File: src/rtl/systolic_feeder.sv
// Operand sequencer for an NxN output-stationary systolic array: stores A and B,
// clears the accumulators, then streams skewed rows of A west and columns of B north.
module systolic_feeder #(
    parameter int BW = 8,
    parameter int N  = 3
) (
    input  logic                   clk,
    input  logic                   rst,
    input  logic                   wr_en,
    input  logic                   wr_sel,
    input  logic [$clog2(N)-1:0]   wr_row,
    input  logic [$clog2(N)-1:0]   wr_col,
    input  logic [BW-1:0]          wr_data,
    input  logic                   start,
    output logic                   busy,
    output logic                   done,
    output logic                   acc_clr,
    output logic [N*BW-1:0]        x_edge,
    output logic [N*BW-1:0]        y_edge
);
    localparam int IW = $clog2(N);
    localparam int TW = $clog2(3 * N);
    localparam logic [IW:0]   N_LIM     = (IW + 1)'(N);
    localparam logic [TW-1:0] FEED_LAST = TW'(3 * N - 3);
    localparam logic [TW-1:0] DRN_LAST  = TW'(N - 1);
    localparam logic [TW-1:0] T_ONE     = TW'(1);

    typedef enum logic [2:0] {
        S_IDLE  = 3'd0,
        S_CLEAR = 3'd1,
        S_FEED  = 3'd2,
        S_DRAIN = 3'd3,
        S_DONE  = 3'd4
    } state_e;

    state_e          state_q, state_d;
    logic [TW-1:0]   t_q, t_d;
    logic [BW-1:0]   a_q [N][N];
    logic [BW-1:0]   b_q [N][N];
    logic            busy_q, done_q, clr_q;
    logic [N*BW-1:0] x_q, x_d, y_q, y_d;
    logic            wr_ok_s;
    logic            feed_s;

    // Sequencer: t counts FEED steps, then is reused to count DRAIN cycles
    always_comb begin
        state_d = state_q;
        t_d     = t_q;
        case (state_q)
            S_IDLE: begin
                if (start) begin
                    state_d = S_CLEAR;
                    t_d     = '0;
                end else begin
                    state_d = S_IDLE;
                end
            end
            S_CLEAR: begin
                state_d = S_FEED;
                t_d     = '0;
            end
            S_FEED: begin
                if (t_q == FEED_LAST) begin
                    state_d = S_DRAIN;
                    t_d     = '0;
                end else begin
                    t_d = t_q + T_ONE;
                end
            end
            S_DRAIN: begin
                if (t_q == DRN_LAST) begin
                    state_d = S_DONE;
                    t_d     = '0;
                end else begin
                    t_d = t_q + T_ONE;
                end
            end
            S_DONE: begin
                state_d = S_IDLE;
                t_d     = '0;
            end
            default: begin
                state_d = S_IDLE;
                t_d     = '0;
            end
        endcase
    end

    assign feed_s = (state_d == S_FEED);

    // Edge operands for the coming cycle: row/column i carries element k when t == i + k
    always_comb begin
        x_d = '0;
        y_d = '0;
        for (int i = 0; i < N; i++) begin
            for (int k = 0; k < N; k++) begin
                x_d[i*BW +: BW] = x_d[i*BW +: BW] |
                    ((feed_s && (t_d == TW'(i + k))) ? a_q[i][k] : '0);
                y_d[i*BW +: BW] = y_d[i*BW +: BW] |
                    ((feed_s && (t_d == TW'(i + k))) ? b_q[k][i] : '0);
            end
        end
    end

    assign wr_ok_s = wr_en && ((state_q == S_IDLE) || (state_q == S_DONE)) &&
                     ({1'b0, wr_row} < N_LIM) && ({1'b0, wr_col} < N_LIM);

    // FSM state, step counter and registered outputs
    always_ff @(posedge clk) begin
        if (rst) begin
            state_q <= S_IDLE;
            t_q     <= '0;
            busy_q  <= 1'b0;
            done_q  <= 1'b0;
            clr_q   <= 1'b0;
            x_q     <= '0;
            y_q     <= '0;
        end else begin
            state_q <= state_d;
            t_q     <= t_d;
            busy_q  <= (state_d == S_CLEAR) || (state_d == S_FEED) || (state_d == S_DRAIN);
            done_q  <= (state_d == S_DONE);
            clr_q   <= (state_d == S_CLEAR);
            x_q     <= x_d;
            y_q     <= y_d;
        end
    end

    // Operand storage; only writable while the sequencer is idle
    always_ff @(posedge clk) begin
        if (rst) begin
            for (int i = 0; i < N; i++) begin
                for (int k = 0; k < N; k++) begin
                    a_q[i][k] <= '0;
                    b_q[i][k] <= '0;
                end
            end
        end else if (wr_ok_s) begin
            for (int i = 0; i < N; i++) begin
                for (int k = 0; k < N; k++) begin
                    if ((wr_row == IW'(i)) && (wr_col == IW'(k))) begin
                        if (wr_sel) begin
                            b_q[i][k] <= wr_data;
                        end else begin
                            a_q[i][k] <= wr_data;
                        end
                    end
                end
            end
        end
    end

    assign busy    = busy_q;
    assign done    = done_q;
    assign acc_clr = clr_q;
    assign x_edge  = x_q;
    assign y_edge  = y_q;

endmodule

File: config.mk
export PLATFORM = sky130hd
export DESIGN_NAME = systolic_feeder
export DESIGN_NICKNAME = d
export VERILOG_FILES = /design/src/rtl/systolic_feeder.sv
export SDC_FILE = /design/constraint.sdc
export NUM_CORES = 1
export LEC_CHECK = 0
export CAP_MARGIN = 20
export CORE_MARGIN = 4
export CORE_UTILIZATION = 58
export CTS_CLUSTER_SIZE = 20
export DETAILED_ROUTE_END_ITERATION = 12
export GPL_ROUTABILITY_DRIVEN = 0
export PLACE_DENSITY_LB_ADDON = 0.08
export SETUP_SLACK_MARGIN = 0.5
export SLEW_MARGIN = 40
export SYNTH_ARGS = -nofsm -noshare
export SYNTH_HDL_FRONTEND = slang
export SYNTH_SLANG_ARGS = --single-unit
File: constraint.sdc
create_clock -name clk -period 2.4 [get_ports clk]
set_input_delay 0.36 -clock clk [delete_from_list [all_inputs] [get_ports clk]]
set_output_delay 0.36 -clock clk [all_outputs]
set_load 0.02 [all_outputs]
==> flow_summary.toml <==
[pwr]
power.total_mw = 7.42
power.density_nw_per_um2 = 675
peakVddDrop_mv = 0.578
p_leak_nw = 4.03

[yosys]
synth_cell_types = 54
synth-edff-count = 144
ys_seq_area_frac = 0.627
ys_warn_count = 0
synth-main-ff-cell = "edfxtp_1"
synth_nets = 743
post_synth_inst_count = 724
synthArstFlopShare = 0
syn_area_per_cell_um2 = 12.1
syn_area_um2 = 8750
ys_ff_latch = 202

[global_route]
track_usage = 0.248
antenna_found_initial = 0
grt_first_pass_wirelength_mm = 32.3
grt_max_degree = 32
grt-ovfl-total = 0
grt_pass1_vias = 5955

[worst_hold_path]
hold_path_class = "reg2reg"

[cts]
cts_root_buffer = "clkbuf_16"
clk_latency_ns = 0.50
cts_buffers = 21
holdBufCountCts = 0
cts_max_path_buffers = 3
cts.sinks = 202
htree_levels = 1
cts_tree = "done"
clk_pin_slew_worst_paths_ns = 0.06

[final_layout]
drive_above_1_share = 0.195
final_cell_area_um2 = 11000
fillCellCount = 977
syn2layout_area_growth_pct = 25.5
mostFrequentLayoutCells = "and2_1 (173), edfxtp_1 (144), clkdlybuf4s50_1 (66)"
layout_commonest_cell = "and2_1"
nets = 861

[sta]
period_minus_slack_ns = 1.88
clock-skew-final_ns = 0.00859
hold_viol = 0
worst_hold_slack_ns = 0.450
max_freq_mhz = 531
maxSlewViolCount = 0
rsz0062_at_grt = "yes"
post-route-period-util = 0.785
maxSlewHeadroom = 0.445
report.final.setup_viol = 0
worstMarginPinSlew_ns = 0.830
timing.final.ws_setup_ns = 0.516

[die]
rows = 44
core_area_um2 = 14600
die_h_um = 131
dieArea_um2 = 17100
io-pin-count = 68
start_util = 0.597
die-width_um = 131

[worst_setup_path]
critPathMaxStageDelay_ns = 0.42
crit_family = "compound AO/OA/AOI/OAI gates"
cp.arrival_ns = 2.26
worstPathCellList = "inv_4 -> ha_4 -> nand2b_4 -> o211ai_1 -> o31ai_4 -> buf_6 -> buf_12 -> a222oi_1 -> nor3_2"
required_ns = 2.78
critPathKind = "reg2reg"
crit_path_top_delay_cell = "a222oi_1"
end_kind = "register"
start_kind = "register"
cp.buffers_inverters = 3
crit_fanout = 11

[placement]
dpl_cell_area_um2 = 9870
place.detailed.hpwl_mm = 13.1
port_buffers = 67
pre_cts_ws_ns = -0.116

[drt]
wire_per_inst_um = 20.6
drc = 0
vias_per_cell = 5.83
drtPass1Iterations = 5
vias = 6071
routed_wl_mm = 21.5
drt_iter0_drc = 515
drtAntennaViolNets = 0

[outcome]
status = "finished clean"

[flow_run]
cap_violations = 0
Yosys cell counts (2+ instances only):
master     number  share of area
a21boi_2        3         0.0039
a21oi_1        34          0.019
a22oi_1         2         0.0017
a31o_2          2         0.0020
a32oi_1        10          0.010
and2_0          3         0.0021
and2_1        175           0.13
and3_1          2         0.0014
buf_2          13         0.0074
buf_4           4         0.0034
buf_6           6         0.0077
clkbuf_1       20         0.0086
dfxtp_1        58           0.13
edfxtp_1      144           0.49
ha_1            2         0.0029
inv_1           3         0.0013
mux2i_1         6         0.0069
nand2_1        21         0.0090
nand2_2         4         0.0029
nand2b_1        2         0.0014
nand3_1        48          0.027
nor2_1         17         0.0073
nor2_2          2         0.0014
nor2_4          9          0.012
nor2b_1         9         0.0064
nor3_1          4         0.0023
nor3b_1         3         0.0026
nor3b_2         2         0.0029
nor4_1          2         0.0014
o2111ai_1       2         0.0020
o211ai_1        3         0.0026
o21a_1         31          0.027
o21ai_0        33          0.019
o21ai_1        10         0.0057
o21ai_2         2         0.0020
o22ai_1         4         0.0029
o2bb2ai_1      12          0.012
layer usage:
metal | vias up | share of wire | global-route usage
met3 | 51 | 0.059 | 0.0329
met2 | 213 | 0.52 | 0.440
li1 | 2840 | - | -
met5 | - | 0 | 0
met1 | 2967 | 0.40 | 0.320
met4 | 0 | 0.024 | 0.0684
repair_timing:
action,4_1_cts,5_1_grt
cloned,2,3
setup buffers,7,11
gates resized for setup,29,49
endpoints found under the setup margin,304,295
pin swaps,5,8
flip-flops by register name (all words and copies together) (netlist names):
name,flops
a_q,72
done,1
x_edge,24
t_q,4
state_q,3
acc_clr,1
busy,1
b_q,72
y_edge,24
metrics by stage:
step / setup TNS [ns] / instances / util
global placement: 0 / 980 / 0.674
finish: 0 / 1042 / 0.750
CTS: 0 / 1027 / 0.731
floorplan: 0 / 724 / -
detailed placement: -2.13 / 980 / 0.674
global route: 0 / 1041 / 0.750
final timing paths:
check / startpoint / to / slack [ns] / depth (start not counted)
setup reg to reg: t_q[0] / x_edge[14] / 0.52 / 9
setup / recovery: t_q[0] / x_edge[14] / 0.52 / 9
hold / removal: b_q[0][52] / y_edge[20] / 0.45 / 1
hold reg to reg: b_q[0][52] / y_edge[20] / 0.45 / 1
cells by family after synthesis:
group	share of synthesized area
compound gates	0.118
xor+xnor	0.00286
fa+ha+maj	0.00286
buf+inv	0.0290
flops	0.627
mux	0.00687
simple gates	0.213
final cells by class:
class / instances / area (µm²) / area share
diodes: 1 / 2.50 / 0.000228
clock buffers: 33 / 581 / 0.0529
clock inverters: 5 / 32.5 / 0.00296
inverters: 3 / 13.8 / 0.00125
multi-input cells: 476 / 3260 / 0.297
flip-flops and latches: 202 / 5500 / 0.501
well taps: 184 / 230 / 0.0210
repair buffers: 138 / 1360 / 0.124
power by group:
group / internal (mW) / switching (mW) / total, mW
Clock: 1.67 / 1.27 / 2.93
Sequential: 3.83 / 0.0355 / 3.87
Combinational: 0.244 / 0.371 / 0.615
Total: 5.74 / 1.68 / 7.42
Note: power is estimated with default switching activity, not from simulation.
